==> config.mk <==
export PLATFORM = sky130hd
export DESIGN_NAME = multicycle_controller_flat
export DESIGN_NICKNAME = d
export VERILOG_FILES = /design/src/rtl/mc_pkg.sv /design/src/rtl/multicycle_controller_if.sv /design/src/rtl/mc_ctrl_decode.sv /design/src/rtl/multicycle_controller.sv /design/src/flat_wrapper.sv
export SDC_FILE = /design/constraint.sdc
export NUM_CORES = 1
export LEC_CHECK = 0
export ABC_AREA = 1
export CAP_MARGIN = 20
export CORE_UTILIZATION = 30
export DETAILED_ROUTE_END_ITERATION = 7
export GPL_TIMING_DRIVEN = 0
export HOLD_SLACK_MARGIN = 0.06
export PLACE_DENSITY = 0.62
export REMOVE_ABC_BUFFERS = 1
export SLEW_MARGIN = 20
export SYNTH_ARGS = -nofsm -noshare
export SYNTH_HDL_FRONTEND = slang
export SYNTH_SLANG_ARGS = --single-unit
==> constraint.sdc <==
create_clock -name clk -period 2.3 [get_ports clk]
set_clock_uncertainty 0.2 [all_clocks]
set_input_delay 0.345 -clock clk [delete_from_list [all_inputs] [get_ports clk]]
set_output_delay 0.345 -clock clk [all_outputs]
set_load 0.05 [all_outputs]
==> src/rtl/mc_pkg.sv <==
// mc_pkg: shared state, opcode and control-code definitions for the multicycle controller
package mc_pkg;
  typedef enum logic [3:0] {
    S_FETCH  = 4'd0,
    S_DECODE = 4'd1,
    S_MEMADR = 4'd2,
    S_MEMRD  = 4'd3,
    S_MEMWB  = 4'd4,
    S_MEMWR  = 4'd5,
    S_RTEXEC = 4'd6,
    S_ALUWB  = 4'd7,
    S_BRANCH = 4'd8,
    S_IEXEC  = 4'd9,
    S_IWB    = 4'd10,
    S_JUMP   = 4'd11
  } state_t;
  localparam logic [5:0] OP_R    = 6'b000000;
  localparam logic [5:0] OP_LW   = 6'b100011;
  localparam logic [5:0] OP_SW   = 6'b101011;
  localparam logic [5:0] OP_BEQ  = 6'b000100;
  localparam logic [5:0] OP_J    = 6'b000010;
  localparam logic [5:0] OP_ADDI = 6'b001000;
  localparam logic [5:0] OP_ANDI = 6'b001100;
  localparam logic [5:0] OP_ORI  = 6'b001101;
  localparam logic [5:0] OP_SLTI = 6'b001010;
  localparam logic [2:0] ALU_ADD   = 3'b000;
  localparam logic [2:0] ALU_SUB   = 3'b001;
  localparam logic [2:0] ALU_FUNCT = 3'b010;
  localparam logic [2:0] ALU_AND   = 3'b011;
  localparam logic [2:0] ALU_SLT   = 3'b100;
  localparam logic [2:0] ALU_OR    = 3'b101;
  localparam logic [1:0] SRCB_B    = 2'b00;
  localparam logic [1:0] SRCB_4    = 2'b01;
  localparam logic [1:0] SRCB_IMM  = 2'b10;
  localparam logic [1:0] SRCB_SHL2 = 2'b11;
  localparam logic [1:0] PC_ALU    = 2'b00;
  localparam logic [1:0] PC_ALUOUT = 2'b01;
  localparam logic [1:0] PC_JUMP   = 2'b10;
  typedef struct packed {
    logic       pc_en;
    logic       iord;
    logic       mem_read;
    logic       mem_write;
    logic       ir_write;
    logic       reg_dst;
    logic       mem_to_reg;
    logic       reg_write;
    logic       alu_src_a;
    logic [1:0] alu_src_b;
    logic [2:0] alu_op;
    logic [1:0] pc_src;
    logic       instr_done;
    logic       illegal_op;
  } ctrl_t;
  // Unsupported opcodes map to FETCH, which doubles as the illegal-opcode marker
  function automatic state_t decode_next(input logic [5:0] op);
    return op == OP_R ? S_RTEXEC :
           (op == OP_LW || op == OP_SW) ? S_MEMADR :
           op == OP_BEQ ? S_BRANCH :
           (op == OP_ADDI || op == OP_ANDI || op == OP_ORI || op == OP_SLTI) ? S_IEXEC :
           op == OP_J ? S_JUMP : S_FETCH;
  endfunction
  function automatic logic op_illegal(input logic [5:0] op);
    return decode_next(op) == S_FETCH;
  endfunction
  function automatic logic [2:0] imm_aluop(input logic [5:0] op);
    return op == OP_ANDI ? ALU_AND : op == OP_ORI ? ALU_OR : op == OP_SLTI ? ALU_SLT : ALU_ADD;
  endfunction
endpackage

==> src/rtl/multicycle_controller_if.sv <==
// multicycle_controller_if: controller <-> datapath control bundle
interface multicycle_controller_if;
  logic [5:0] opcode;
  logic       zero;
  logic       mem_ready;
  logic       PCEn;
  logic       IorD;
  logic       MemRead;
  logic       MemWrite;
  logic       IRWrite;
  logic       RegDst;
  logic       MemtoReg;
  logic       RegWrite;
  logic       ALUSrcA;
  logic [1:0] ALUSrcB;
  logic [2:0] ALUOP;
  logic [1:0] PCSrc;
  logic       instr_done;
  logic       illegal_op;
  logic [3:0] state;
  modport master (
    input  opcode, zero, mem_ready,
    output PCEn, IorD, MemRead, MemWrite, IRWrite, RegDst, MemtoReg, RegWrite,
           ALUSrcA, ALUSrcB, ALUOP, PCSrc, instr_done, illegal_op, state
  );
  modport slave (
    output opcode, zero, mem_ready,
    input  PCEn, IorD, MemRead, MemWrite, IRWrite, RegDst, MemtoReg, RegWrite,
           ALUSrcA, ALUSrcB, ALUOP, PCSrc, instr_done, illegal_op, state
  );
endinterface

==> src/rtl/mc_ctrl_decode.sv <==
// mc_ctrl_decode: combinational map from controller state to datapath controls
module mc_ctrl_decode
  import mc_pkg::*;
(
  input  state_t     state_i,
  input  logic [5:0] opcode_i,
  input  logic [5:0] op_q_i,
  input  logic       zero_i,
  input  logic       mem_ready_i,
  output ctrl_t      ctrl_o
);
  // Per-state control word; only completion-gated enables and the branch PCEn look at inputs
  always_comb begin
    ctrl_o = '0;
    case (state_i)
      S_FETCH: begin
        ctrl_o.mem_read  = 1'b1;
        ctrl_o.alu_src_b = SRCB_4;
        ctrl_o.ir_write  = mem_ready_i;
        ctrl_o.pc_en     = mem_ready_i;
      end
      S_DECODE: begin
        ctrl_o.alu_src_b  = SRCB_SHL2;
        ctrl_o.illegal_op = op_illegal(opcode_i);
        ctrl_o.instr_done = op_illegal(opcode_i);
      end
      S_MEMADR: begin
        ctrl_o.alu_src_a = 1'b1;
        ctrl_o.alu_src_b = SRCB_IMM;
      end
      S_MEMRD: begin
        ctrl_o.mem_read = 1'b1;
        ctrl_o.iord     = 1'b1;
      end
      S_MEMWB: begin
        ctrl_o.reg_write  = 1'b1;
        ctrl_o.mem_to_reg = 1'b1;
        ctrl_o.instr_done = 1'b1;
      end
      S_MEMWR: begin
        ctrl_o.mem_write  = 1'b1;
        ctrl_o.iord       = 1'b1;
        ctrl_o.instr_done = mem_ready_i;
      end
      S_RTEXEC: begin
        ctrl_o.alu_src_a = 1'b1;
        ctrl_o.alu_src_b = SRCB_B;
        ctrl_o.alu_op    = ALU_FUNCT;
      end
      S_ALUWB: begin
        ctrl_o.reg_write  = 1'b1;
        ctrl_o.reg_dst    = 1'b1;
        ctrl_o.instr_done = 1'b1;
      end
      S_BRANCH: begin
        ctrl_o.alu_src_a  = 1'b1;
        ctrl_o.alu_src_b  = SRCB_B;
        ctrl_o.alu_op     = ALU_SUB;
        ctrl_o.pc_src     = PC_ALUOUT;
        ctrl_o.pc_en      = zero_i;
        ctrl_o.instr_done = 1'b1;
      end
      S_IEXEC: begin
        ctrl_o.alu_src_a = 1'b1;
        ctrl_o.alu_src_b = SRCB_IMM;
        ctrl_o.alu_op    = imm_aluop(op_q_i);
      end
      S_IWB: begin
        ctrl_o.reg_write  = 1'b1;
        ctrl_o.instr_done = 1'b1;
      end
      S_JUMP: begin
        ctrl_o.pc_src     = PC_JUMP;
        ctrl_o.pc_en      = 1'b1;
        ctrl_o.instr_done = 1'b1;
      end
      default: ;
    endcase
  end
endmodule

==> src/rtl/multicycle_controller.sv <==
// multicycle_controller: state sequencer for the shared-resource multicycle MIPS datapath
module multicycle_controller
  import mc_pkg::*;
#(
  parameter logic [3:0] RESET_STATE = 4'd0
) (
  input  logic clk,
  input  logic rst,
  multicycle_controller_if.master bus
);
  state_t     state_q, state_d;
  logic [5:0] op_q, op_d;
  ctrl_t      ctrl, ctrl_g;
  mc_ctrl_decode u_decode (
    .state_i     (state_q),
    .opcode_i    (bus.opcode),
    .op_q_i      (op_q),
    .zero_i      (bus.zero),
    .mem_ready_i (bus.mem_ready),
    .ctrl_o      (ctrl)
  );
  // Next state; opcode is captured only while in DECODE, unreachable codes fall back to FETCH
  always_comb begin
    state_d = state_q;
    op_d    = op_q;
    case (state_q)
      S_FETCH:  state_d = bus.mem_ready ? S_DECODE : S_FETCH;
      S_DECODE: begin
        op_d    = bus.opcode;
        state_d = decode_next(bus.opcode);
      end
      S_MEMADR: state_d = op_q == OP_LW ? S_MEMRD : S_MEMWR;
      S_MEMRD:  state_d = bus.mem_ready ? S_MEMWB : S_MEMRD;
      S_MEMWR:  state_d = bus.mem_ready ? S_FETCH : S_MEMWR;
      S_RTEXEC: state_d = S_ALUWB;
      S_IEXEC:  state_d = S_IWB;
      default:  state_d = S_FETCH;
    endcase
  end
  // State and captured-opcode registers
  always_ff @(posedge clk) begin
    if (rst) begin
      state_q <= state_t'(RESET_STATE);
      op_q    <= '0;
    end else begin
      state_q <= state_d;
      op_q    <= op_d;
    end
  end
  // Reset masks every output so an abandoned instruction cannot leak a write enable
  assign ctrl_g         = rst ? '0 : ctrl;
  assign bus.PCEn       = ctrl_g.pc_en;
  assign bus.IorD       = ctrl_g.iord;
  assign bus.MemRead    = ctrl_g.mem_read;
  assign bus.MemWrite   = ctrl_g.mem_write;
  assign bus.IRWrite    = ctrl_g.ir_write;
  assign bus.RegDst     = ctrl_g.reg_dst;
  assign bus.MemtoReg   = ctrl_g.mem_to_reg;
  assign bus.RegWrite   = ctrl_g.reg_write;
  assign bus.ALUSrcA    = ctrl_g.alu_src_a;
  assign bus.ALUSrcB    = ctrl_g.alu_src_b;
  assign bus.ALUOP      = ctrl_g.alu_op;
  assign bus.PCSrc      = ctrl_g.pc_src;
  assign bus.instr_done = ctrl_g.instr_done;
  assign bus.illegal_op = ctrl_g.illegal_op;
  assign bus.state      = rst ? 4'd0 : state_q;
endmodule

==> src/flat_wrapper.sv <==
// flat-port wrapper written by rule: the top's interface ports become plain ports
module multicycle_controller_flat import mc_pkg::*;
#(
  parameter logic [3:0] RESET_STATE = 4'd0
)
  (clk, rst, bus_opcode, bus_zero, bus_mem_ready, bus_PCEn, bus_IorD, bus_MemRead, bus_MemWrite, bus_IRWrite, bus_RegDst, bus_MemtoReg, bus_RegWrite, bus_ALUSrcA, bus_ALUSrcB, bus_ALUOP, bus_PCSrc, bus_instr_done, bus_illegal_op, bus_state);
  multicycle_controller_if bus_i ();
  input  logic clk;
  input  logic rst;
  input wire logic [$bits(bus_i.opcode)-1:0] bus_opcode;
  input wire logic [$bits(bus_i.zero)-1:0] bus_zero;
  input wire logic [$bits(bus_i.mem_ready)-1:0] bus_mem_ready;
  output wire logic [$bits(bus_i.PCEn)-1:0] bus_PCEn;
  output wire logic [$bits(bus_i.IorD)-1:0] bus_IorD;
  output wire logic [$bits(bus_i.MemRead)-1:0] bus_MemRead;
  output wire logic [$bits(bus_i.MemWrite)-1:0] bus_MemWrite;
  output wire logic [$bits(bus_i.IRWrite)-1:0] bus_IRWrite;
  output wire logic [$bits(bus_i.RegDst)-1:0] bus_RegDst;
  output wire logic [$bits(bus_i.MemtoReg)-1:0] bus_MemtoReg;
  output wire logic [$bits(bus_i.RegWrite)-1:0] bus_RegWrite;
  output wire logic [$bits(bus_i.ALUSrcA)-1:0] bus_ALUSrcA;
  output wire logic [$bits(bus_i.ALUSrcB)-1:0] bus_ALUSrcB;
  output wire logic [$bits(bus_i.ALUOP)-1:0] bus_ALUOP;
  output wire logic [$bits(bus_i.PCSrc)-1:0] bus_PCSrc;
  output wire logic [$bits(bus_i.instr_done)-1:0] bus_instr_done;
  output wire logic [$bits(bus_i.illegal_op)-1:0] bus_illegal_op;
  output wire logic [$bits(bus_i.state)-1:0] bus_state;
  assign bus_i.opcode = bus_opcode;
  assign bus_i.zero = bus_zero;
  assign bus_i.mem_ready = bus_mem_ready;
  assign bus_PCEn = bus_i.PCEn;
  assign bus_IorD = bus_i.IorD;
  assign bus_MemRead = bus_i.MemRead;
  assign bus_MemWrite = bus_i.MemWrite;
  assign bus_IRWrite = bus_i.IRWrite;
  assign bus_RegDst = bus_i.RegDst;
  assign bus_MemtoReg = bus_i.MemtoReg;
  assign bus_RegWrite = bus_i.RegWrite;
  assign bus_ALUSrcA = bus_i.ALUSrcA;
  assign bus_ALUSrcB = bus_i.ALUSrcB;
  assign bus_ALUOP = bus_i.ALUOP;
  assign bus_PCSrc = bus_i.PCSrc;
  assign bus_instr_done = bus_i.instr_done;
  assign bus_illegal_op = bus_i.illegal_op;
  assign bus_state = bus_i.state;
  multicycle_controller #(.RESET_STATE(RESET_STATE)) u_core (.clk(clk), .rst(rst), .bus(bus_i));
endmodule
Yosys cells after proc, flatten, opt, wreduce, memory -nomap -nowiden --
Index checks and enable logic that the tools add are counted.
Cells by class: equal/unequal tests 23, muxes and demuxes 29, reduce and logical (&&, ||, !) cells 13
Operators with widths (number):
- == test 6 x 4 -> 1 bit (second input constant) | 7
- one-hot mux 4 bit (7 select lines) | 1
- 2-to-1 mux 4 bit | 6
- == test 6 bit (second input constant) | 3
- 2-to-1 mux 18 bit | 1
- 2-to-1 mux 3 bit | 6
- == test 4 x 3 -> 1 bit (second input constant) | 4
- == test 4 bit (second input constant) | 4
- 2-to-1 mux 1 bit | 10
- one-hot mux 3 bit (3 select lines) | 1
- == test 4 x 2 -> 1 bit (second input constant) | 2
- zero test 4 bit | 2
- == test 6 x 2 -> 1 bit (second input constant) | 1
- == test 6 x 3 -> 1 bit (second input constant) | 1
- zero test 6 bit | 1
- one-hot mux 1 bit (3 select lines) | 2
- one-hot mux 2 bit (3 select lines) | 1
- OR reduction 2 bit | 3
- OR reduction 5 bit | 1
- == test 4 x 1 -> 1 bit (second input constant) | 1
- logical OR 1 bit | 4
- one-hot mux 2 bit (2 select lines) | 1
- OR reduction 4 bit | 1
- OR reduction 3 bit | 1
Storage, ports and cells: register bits after elaboration 10, bits of input ports 10, output and inout port bits 22, logic and storage cells 67

Logic depth before layout (Yosys ltp) --
Gate-level depths: netlist of run 1.
depth after elaboration 11, mapped depth 8

By module --
A second synthesis of run 1 with hierarchy kept.
Second synthesis, totals: cells, all modules 206, area, all modules 1154.9 um^2
By module, submodules not included:
- multicycle_controller | instances 1, cells an instance 139, area an instance 825.8 um^2
- mc_ctrl_decode | instances 1, cells an instance 67, area an instance 329.1 um^2

Least setup slack after synthesis of run 1 --
Ideal clock, no wire load.
kind flip-flop to output port, start reg u_core.state_q[2], end out bus_ALUOP[2], data arrival time 1.901 ns, data required time 1.755 ns, slack -0.146 ns, cell stages (with the launch flop) 6, path buffers 0, cell sequence dfxtp_1 -> inv_2 -> nand2_1 -> nor2_4 -> nand2_1 -> a211oi_1
Between the ends: word-level cells in the longest chain between the ends 3, elaborated cells between the ends (all ways) 5, classes of those cells eq/ne: 3; mux: 2
Ends and longest elaborated chain:
- from (decl) | line multicycle_controller.sv:11 | state_t state_q, state_d;
- from (signal assigned) | line multicycle_controller.sv:43 | state_q <= state_t'(RESET_STATE);
- from (signal assigned) | line multicycle_controller.sv:46 | state_q <= state_d;
- == test 4 bit or == test 4 x 3 -> 1 bit (tied branches) | line mc_ctrl_decode.sv:15 | case (state_i)
- one-hot mux 3 bit (3 select lines) (*) | line mc_ctrl_decode.sv:15
- 2-to-1 mux 18 bit (*) | line multicycle_controller.sv:51 | assign ctrl_g = rst ? '0 : ctrl;
- to (decl) | line flat_wrapper.sv:23 | output wire logic [$bits(bus_i.ALUOP)-1:0] bus_ALUOP;
Every way passes the cells marked *; elsewhere a longest branch is shown, timed or not.

Worst setup path in the final report of run 1 --
start in rst, end out bus_state[3]
Between the ends: word-level cells in the longest chain between the ends 1
Ends and longest elaborated chain:
- from (decl) | line flat_wrapper.sv:9 | input logic rst;
- 2-to-1 mux 4 bit | line multicycle_controller.sv:66 | assign bus.state = rst ? 4'd0 : state_q;
- to (decl) | line flat_wrapper.sv:27 | output wire logic [$bits(bus_i.state)-1:0] bus_state;
Every way passes these cells.

==> results of run 1 <==
critical path: stages:
cell             delay [ns]
clkdlybuf4s15_2        0.38
nor2_1                 0.17
clkdlybuf4s50_1        0.81
flip-flops by register name (all words and copies together) (netlist names):
signal	flops
u_core.op_q	6
u_core.state_q	4
synthesized netlist by cell type:
master	count
a211oi_1	1
a21oi_1	12
and3_1	1
buf_2	1
buf_6	1
clkbuf_1	2
dfxtp_1	10
inv_1	20
inv_2	5
nand2_1	37
nand2_2	2
nand2_4	1
nand3_1	7
nand4_1	1
nor2_1	41
nor2_4	2
nor3_1	6
o21ai_0	9
o21ai_1	1
o31ai_1	1
kinds of logic after synthesis:
| kind of cell | Yosys count |
|---|---|
| buffers and inverters | 29 |
| DFF | 10 |
| and+or+nand+nor | 98 |
| AOI/OAI and AO/OA | 24 |
path summary, 6_finish.rpt:
| check | slack, ns | cells after the start | from | end |
|---|---|---|---|---|
| max reg2reg | 0.86 | 7 | u_core.state_q[3] | u_core.state_q[2] |
| min | 0.21 | 3 | bus_opcode[2] | u_core.op_q[2] |
| min reg2reg | 0.28 | 2 | u_core.op_q[4] | u_core.op_q[4] |
| max | 0.05 | 3 | rst | bus_state[3] |
area by class of cell:
cell class	count	area [µm²]
Inverter	25	96.3
Timing Repair Buffer	31	283
Fill cell	308	1530
Tap cell	31	38.8
Clock buffer	4	36.3
Multi-Input combinational cell	122	548
Sequential cell	10	200
report_power, final:
group          leakage (µW)  switching [µW]  internal [µW]
registers         0.0000819            9.74            184
logic              0.000597            88.4           41.3
clock network     0.0000210            59.8           96.1
per-stage QoR:
step | setup slack (ns) | instances | TNS, ns | cell area [µm²]
2_1_floorplan | -0.149 | 157 | -0.230 | 836
3_3_place_gp | -1.03 | 219 | -12.43 | 1180
3_5_place_dp | -1.08 | 219 | -12.68 | 1180
4_1_cts | 0.00113 | 223 | 0 | 1200
5_1_grt | 0.00638 | 223 | 0 | 1200
6_report | 0.0473 | 223 | 0 | 1200
timing repair:
action | 4_1_cts | 5_1_grt
hold buffers | 0 | 0
pin swaps | 0 | 2
gates resized for setup | 41 | 32
endpoints found under the setup margin | 22 | 15
buffers inserted | 0 | 0
cells in the final DEF, fill, tap and decap left out, types with 6 or more instances in the layout:
master           n
inv_1           18
dlymetal6s2s_1   8
nand2_1         37
o21ai_0          9
nand3_1          7
nor3_1           6
nor2_1          40
inv_2            6
clkbuf_2         8
dfxtp_1         10
a21oi_1         11
routing by layer:
layer | track usage (%) | vias up | share of wire (%)
met5 | 0 | - | 0
li1 | - | 566 | -
met4 | 5.36 | 0 | 0.86
met3 | 2.11 | 2 | 4.9
met1 | 18.2 | 438 | 50
met2 | 24.3 | 26 | 45
==> metrics.txt, run 1 <==
status complete, no violations; Fin Hold WS 0.214 ns; drt initial violations 18; Synth Area in Adders 0%; sequential fraction of the synthesis area 23.3%; simple-gate area share of the yosys netlist 48.5%; first-pass GRT wire length 3620 µm; Overflow after GRT 0; final period utilization 97.9%; vias per inst 4.63; routed vias 1032; Core Area 2730 µm²; largest net degree at the start of global routing 22; ANT nets after route 0; XOR/XNOR Fraction of Synth Area 0%; synth top area cells dfxtp_1, nor2_1, nand2_1, inv_1, a21oi_1; CTS tree yes; Die X 55.5 µm; Syn Area/Cell 5.34 µm²; Total Power 479 µW; Arr. time, crit path 1.71 ns; layout cell share with drive strength beyond 1 16.7%; clk root buf clkbuf_4; largest family of logic cells by synthesized area simple AND/OR/NAND/NOR gates; routability cong. 0.824; fin util 44.0%; clk sinks 10; RSZ-0062 raised after global routing false; Synth Area in Compound Gates 14.6%; final hold vios 0; CTS H-Tree Depth 1; Crit path required time 1.75 ns; Initial Utilization 31.4%; ANT cells 0; fmax 0.444 GHz; GRT Total Usage 14.3%; Worst-Margin Slew 0.496 ns; drt drc 0; Cell Pwr Density 398 nW/µm²; Clk Latency, worst-skew pair 0.26 ns; antenna violations before repair 0; Port-buffer cells 31; Layout area overhead 39.9%; Setup-failing EPs final 0; VDD IR-drop max 0.220 mV; crit path capture type output pin; top-area cell type share of the netlist area 23.3%; Wirelength per Cell 9.92 µm; Crit Path Class primary input to output pin; synth warn 0; Synth area leader dfxtp_1; maxcap violations 0; row cnt 19; mux share of post-synthesis cell area 0%; slew margin rel. 66.9%; synthesized cell area 860 µm²; drt total wl 2210 µm; Slew Viols, Final 0; cts bufs inserted 3; Clock transition at path regs 0.07 ns; fin crit period 2.25 ns; fin nets 203; CP startpoint kind primary input; maximum fanout along the worst path 21; die area 3080 µm²; vias in the first global route 940; Pre-antenna DRT Iters 4; Max Root-Sink Buffers 2; dpl hpwl 1750 µm; io pins 32; post-synthesis cell count 161; number of synthesized register bits 10; DIE HEIGHT 55.5 µm; leak pwr 0.000700 µW; Netlist cell types 20; worst min path class primary input to flop
Note: power is estimated with default switching activity, not from simulation.
==> inputs of run 2 (changes only) <==
--- a/config.mk
+++ b/config.mk
@@ -6,6 +6,7 @@
 export NUM_CORES = 1
 export LEC_CHECK = 0
 export ABC_AREA = 1
+export ABC_CLOCK_PERIOD_IN_PS = 2300
 export CAP_MARGIN = 20
 export CORE_UTILIZATION = 30
 export DETAILED_ROUTE_END_ITERATION = 7
==> results of run 2 <==
The final DEF is identical to that of run 1; final timing and power are the same.
==> RTL change 1: new RTL, flow settings as in run 2 <==
Take the reset off `op_q` and load it in a clocked block of its own.
--- a/src/rtl/multicycle_controller.sv
+++ b/src/rtl/multicycle_controller.sv
@@ -41,11 +41,13 @@
   always_ff @(posedge clk) begin
     if (rst) begin
       state_q <= state_t'(RESET_STATE);
-      op_q    <= '0;
     end else begin
       state_q <= state_d;
-      op_q    <= op_d;
     end
+  end
+
+  always_ff @(posedge clk) begin
+    op_q <= op_d;
   end
   // Reset masks every output so an abandoned instruction cannot leak a write enable
   assign ctrl_g         = rst ? '0 : ctrl;
Formal check against the unedited RTL: no difference found for any inputs over 10 cycles, from zero or initial values and one cycle with rst high; that may be too few to reach the edited logic, so the function may still have changed.
==> RTL change 1 against run 2 <==
Sequential cell count is the same; total power shrank 6.7%; routed wire length fell by 3.8%; setup slack better by 12 ps; non-clock buffer count did not move; cell count down 7.2%; area after synthesis rose by 0.73%; cell area shrank 0.73%; largest power group unchanged.
==> RTL change 1: results (changes against run 2) <==
[outcome]
status=finished, final reports clean

[synthesis]
synth_ff_type=edfxtp_1
synth_area_leaders=edfxtp_1 21%, nor2_1 15%, nand2_1 12%
netlist_area_um2=866  ; +0.73%
synth.cells.most_frequent=35 x nor2_1, 28 x nand2_1, 21 x inv_1, 12 x nand3_1, 7 x a21oi_1
ys_seq_area_share_pct=30.1  ; +6.8 points
ys_warn_count=0  ; unchanged
synthArstFlopShare_pct=0  ; unchanged
synth_edf_count=6  ; +6
synth_cell_types=21  ; +5.0%

[global_route]
grt_pass1_vias=894  ; -4.9%
grt_max_degree=23  ; +4.5%
grtUsageTotal_pct=14.7  ; +0.40 points
antenna_found_initial=0  ; unchanged
grt_pass1_wl_mm=3.69  ; +1.9%

[clock_tree]
clockBufferDepth=2  ; unchanged
clock_latency_ps=270
cts-root-buf=clkbuf_4
cts_max_level=1  ; unchanged
numCtsBuffers=3  ; unchanged
clkTransAtPathRegs_ps=70  ; about the same

[cells_and_area]
reg_top3=u_core.op_q: 6 flops, u_core.state_q: 4 flops
layout.nets=187  ; -7.9%
drive_above_1_share_pct=19.3  ; +2.7 points

[setup_path]
r2r_slack_ps=920  ; +60 ps
reg2regPathDepth=7  ; unchanged
r2r_start=u_core.state_q[2]
crit_arrival_ps=1700
crit_fanout=22  ; +4.8%
r2r_end=u_core.state_q[2]

[placement]
routabilityCongestion=0.818  ; -0.78%
dp_slack_ps=-699  ; +377 ps
hpwl_mm=1.76  ; +0.66%

[worst_hold_path]
hp-class=in -> reg
worstHoldEndpoint=u_core.op_q[1]
hold_depth=1  ; -2
worstHoldStart=bus_opcode[1]

[sta]
maxSlewHeadroom_pct=66.7  ; -0.11 points

[pwr]
peakVddDrop_mv=0.261  ; +18%
leakage_nw=0.679  ; -3.0%

[drt]
wl_met1_mm=1.02  ; -7.6%
dr_wl_met2_um=965  ; -2.1%
routed_via_density=4.76  ; +2.9%
drt_wl_total_mm=2.13  ; -3.8%
drtIter0Drc=13  ; -5
wl_met3_um=101  ; -7.3%

==> RTL change 1: how the worst max path moves through the flow <==
stage,from,end,slack (ps),depth (start not counted)
detailed placement,rst,bus_ALUOP[1],-700,5
global route,bus_opcode[3],bus_illegal_op,1,8
floorplan,u_core.state_q[2],bus_instr_done,70,7
finish,rst,bus_state[2],60,3
CTS,u_core.op_q[5],bus_ALUOP[1],5,5
global placement,rst,bus_ALUOP[1],-690,5
==> RTL change 1: kinds of logic (layout without fill, tap and decap cells) <==
| logic type | count (synthesis) | in the layout | synth area share [%] |
|---|---|---|---|
| buffers and inverters | 27 | 60 | 11.7 |
| DFF | 10 | 10 | 30.1 |
| AOI/OAI and AO/OA | 13 | 13 | 8.09 |
| and+or+nand+nor | 93 | 93 | 50.1 |
==> RTL change 1: stage by stage <==
| step | instance area, um2 | TNS [ps] | hold slack [ps] | utilization, % | instances |
|---|---|---|---|---|---|
| after floorplan | 858 | 0 | 214 | - | 141 |
| after global placement | 1210 | -10900 | 512 | 44.2 | 203 |
| after detailed placement | 1210 | -11180 | 535 | 44.2 | 203 |
| after CTS | 1220 | 0 | 355 | 44.7 | 207 |
| after global routing | 1190 | 0 | 141 | 43.7 | 207 |
| final | 1190 | 0 | 124 | 43.7 | 207 |
==> RTL change 1: report_power, final <==
group | switching [mW] | internal (mW) | total [mW] | leakage (nW)
sequential | 0.00557 | 0.198 | 0.204 | 0.0883
combinational | 0.0809 | 0.0382 | 0.119 | 0.576
clock | 0.0570 | 0.0669 | 0.124 | 0.0150
total | 0.143 | 0.303 | 0.447 | 0.679
==> RTL change 1: per-layer routing <==
metal	vias up	GRT usage (%)
li1	516	-
met1	438	18.6
met2	28	25.1
met3	4	0.930
met4	0	7.50
met5	-	0
==> RTL change 1: what timing repair did <==
| item | CTS | global route |
|---|---|---|
| endpoints found under the setup margin | 22 | 14 |
| hold buffers | 0 | 0 |
| gates resized for setup | 47 | 32 |
| pin swaps | 0 | 1 |
| hold endpoints to repair | 0 | 0 |
==> RTL change 1: area by class of cell <==
class	instances	area [um2]
fillers	315	1540
multi-input cells	106	508
repair buffers	31	267
flip-flops and latches	10	260
inverters	25	93.8
well taps	31	38.8
clock buffers	4	26.3
==> RTL change 1: critical path, cell delays in order <==
cell and delay (ps):
clkdlybuf4s15_2 370, nor2_1 170, clkdlybuf4s50_1 810
==> RTL change 2: new RTL, flow settings as in run 2 <==
Without the edit above. Make the reset (`rst`) asynchronous in one clocked block.
--- a/src/rtl/multicycle_controller.sv
+++ b/src/rtl/multicycle_controller.sv
@@ -38,7 +38,7 @@
     endcase
   end
   // State and captured-opcode registers
-  always_ff @(posedge clk) begin
+  always_ff @(posedge clk or posedge rst) begin
     if (rst) begin
       state_q <= state_t'(RESET_STATE);
       op_q    <= '0;
Behaviour: no difference found for any inputs over 10 cycles, from zero or initial values and one cycle with rst high; that may be too few to reach the edited logic, so the function may still have changed.
==> RTL change 2 against run 2 <==
The flow now finishes with violations (DRC); routed wire length is 5.9% higher; cell area is 4.5% higher; synthesized cell count is 7.5% lower; critical path depth is 5 higher; area after synthesis is 4.5% higher; sequential cell count stayed put; utilization is 0.80 points higher; maximum frequency is 0.83% higher; setup slack better by 18 ps; critical endpoint is now bus_PCEn.
Power is not compared: it rests on default switching activity, and its combinational part moved more than twofold at a synthesized area within 25%.
==> RTL change 2: results (changes against run 2) <==
[outcome]
status=finished with violations
violations=DRC

[synthesis]
ys_seq_area_share_pct=27.9  ; +4.6 points
synth_area_leaders=dfrtp_1 28%, nand2_1 15%, nor2_1 13%
synthArstFlopShare_pct=100  ; +100 points
synth_ff_type=dfrtp_1
synth_cell_types=22  ; +10%
synth.cells.most_frequent=36 x nand2_1, 32 x nor2_1, 23 x inv_1, 11 x nand3_1, 10 x dfrtp_1
avgSynthCellArea_um2=6.03  ; +13%

[placement]
routabilityCongestion=0.817  ; -0.87%
hpwl_mm=1.90  ; +8.6%

[drt]
drt_wl_total_mm=2.34  ; +5.9%
drtIter0Drc=43  ; +25
vias=1016  ; -1.6%
dr.pass1.iters=6  ; +2
post-route-drc-count=8  ; +8

[setup_path]
crit_arrival_ps=1690  ; -20 ps
r2r_slack_ps=780  ; -80 ps
r2r_start=u_core.state_q[3]
cp-endpoint=bus_PCEn
path_class=reg -> out
crit_fanout=3  ; -86%
r2r_end=u_core.state_q[0]
reg2regPathDepth=7  ; unchanged

[global_route]
grt_max_degree=21  ; -4.5%
grt_pass1_wl_mm=3.80  ; +4.8%
grt_pass1_vias=904  ; -3.8%
grtUsageTotal_pct=15.2  ; +0.86 points

[sta]
worst_slew_pin_slew_ps=505  ; +8.71 ps
holdWs_ps=205  ; -8.54 ps

[cells_and_area]
drive_above_1_share_pct=25.7  ; +9.0 points
layout.nets=194  ; -4.4%
fin_cells=214  ; -4.0%

==> RTL change 2: final cells by class <==
class	count	area, um2
Clock buffer	4	36.3
Tap cell	31	38.8
Timing Repair Buffer	33	284
Fill cell	312	1550
Sequential cell	10	251
Inverter	26	101
Multi-Input combinational cell	110	544
==> RTL change 2: cells by family (layout without fill, tap and decap cells) <==
logic type,count (synthesis),count (layout),synth area share [%]
AOI/OAI and AO/OA,18,18,13.5
buffers and inverters,29,63,12.5
DFF,10,10,27.9
and+or+nand+nor,92,92,46.1
==> RTL change 2: worst min-delay path by stage <==
stage | start | end | cells past startpoint
after floorplan | rst | u_core.op_q[0] | 1
final | bus_opcode[4] | u_core.op_q[4] | 3
after detailed placement | u_core.op_q[2] | u_core.op_q[2] | 2
after CTS | rst | u_core.op_q[3] | 3
after global placement | u_core.op_q[2] | u_core.op_q[2] | 2
after global routing | bus_opcode[4] | u_core.op_q[4] | 3
==> RTL change 2: critical path, stage by stage (launching register included) <==
cell and delay (ps):
dfrtp_1 430, nor2_2 220, inv_1 110, nor2_1 160, nand2_1 120, nand3_1 90, nand2_1 50, inv_1 40
clkbuf_4 210
==> RTL change 2: power by group <==
part,internal (mW),switching [mW],leakage [nW],total [mW]
registers,0.248,0.0822,0.127,0.331
logic,0.225,0.522,0.627,0.746
clock network,0.0960,0.0567,0.0210,0.153
total,0.569,0.661,0.774,1.23
==> RTL change 2: through the flow <==
stage,setup TNS (ps),worst slack [ps],area [um2]
2_1_floorplan,-112,-112,883
3_3_place_gp,-10630,-906,1230
3_5_place_dp,-11120,-936,1230
4_1_cts,-96.9,-96.9,1240
5_1_grt,-105,-70.3,1260
6_report,0,65.7,1260
==> RTL change 2: repair_timing <==
item / 4_1_cts / 5_1_grt
gates resized for setup: 59 / 43
pin swaps: 0 / 3
cloned: 0 / 0
buffers inserted: 1 / 1
hold buffers: 0 / 0
setup endpoints to repair: 22 / 20
hold endpoints to repair: 0 / 0
==> RTL change 2: per-layer routing <==
layer / track usage, % / routed length, um
met1: 18.4 / 1080
met2: 25.0 / 1090
met3: 3.23 / 148
met4: 7.86 / 22
met5: 0 / 0
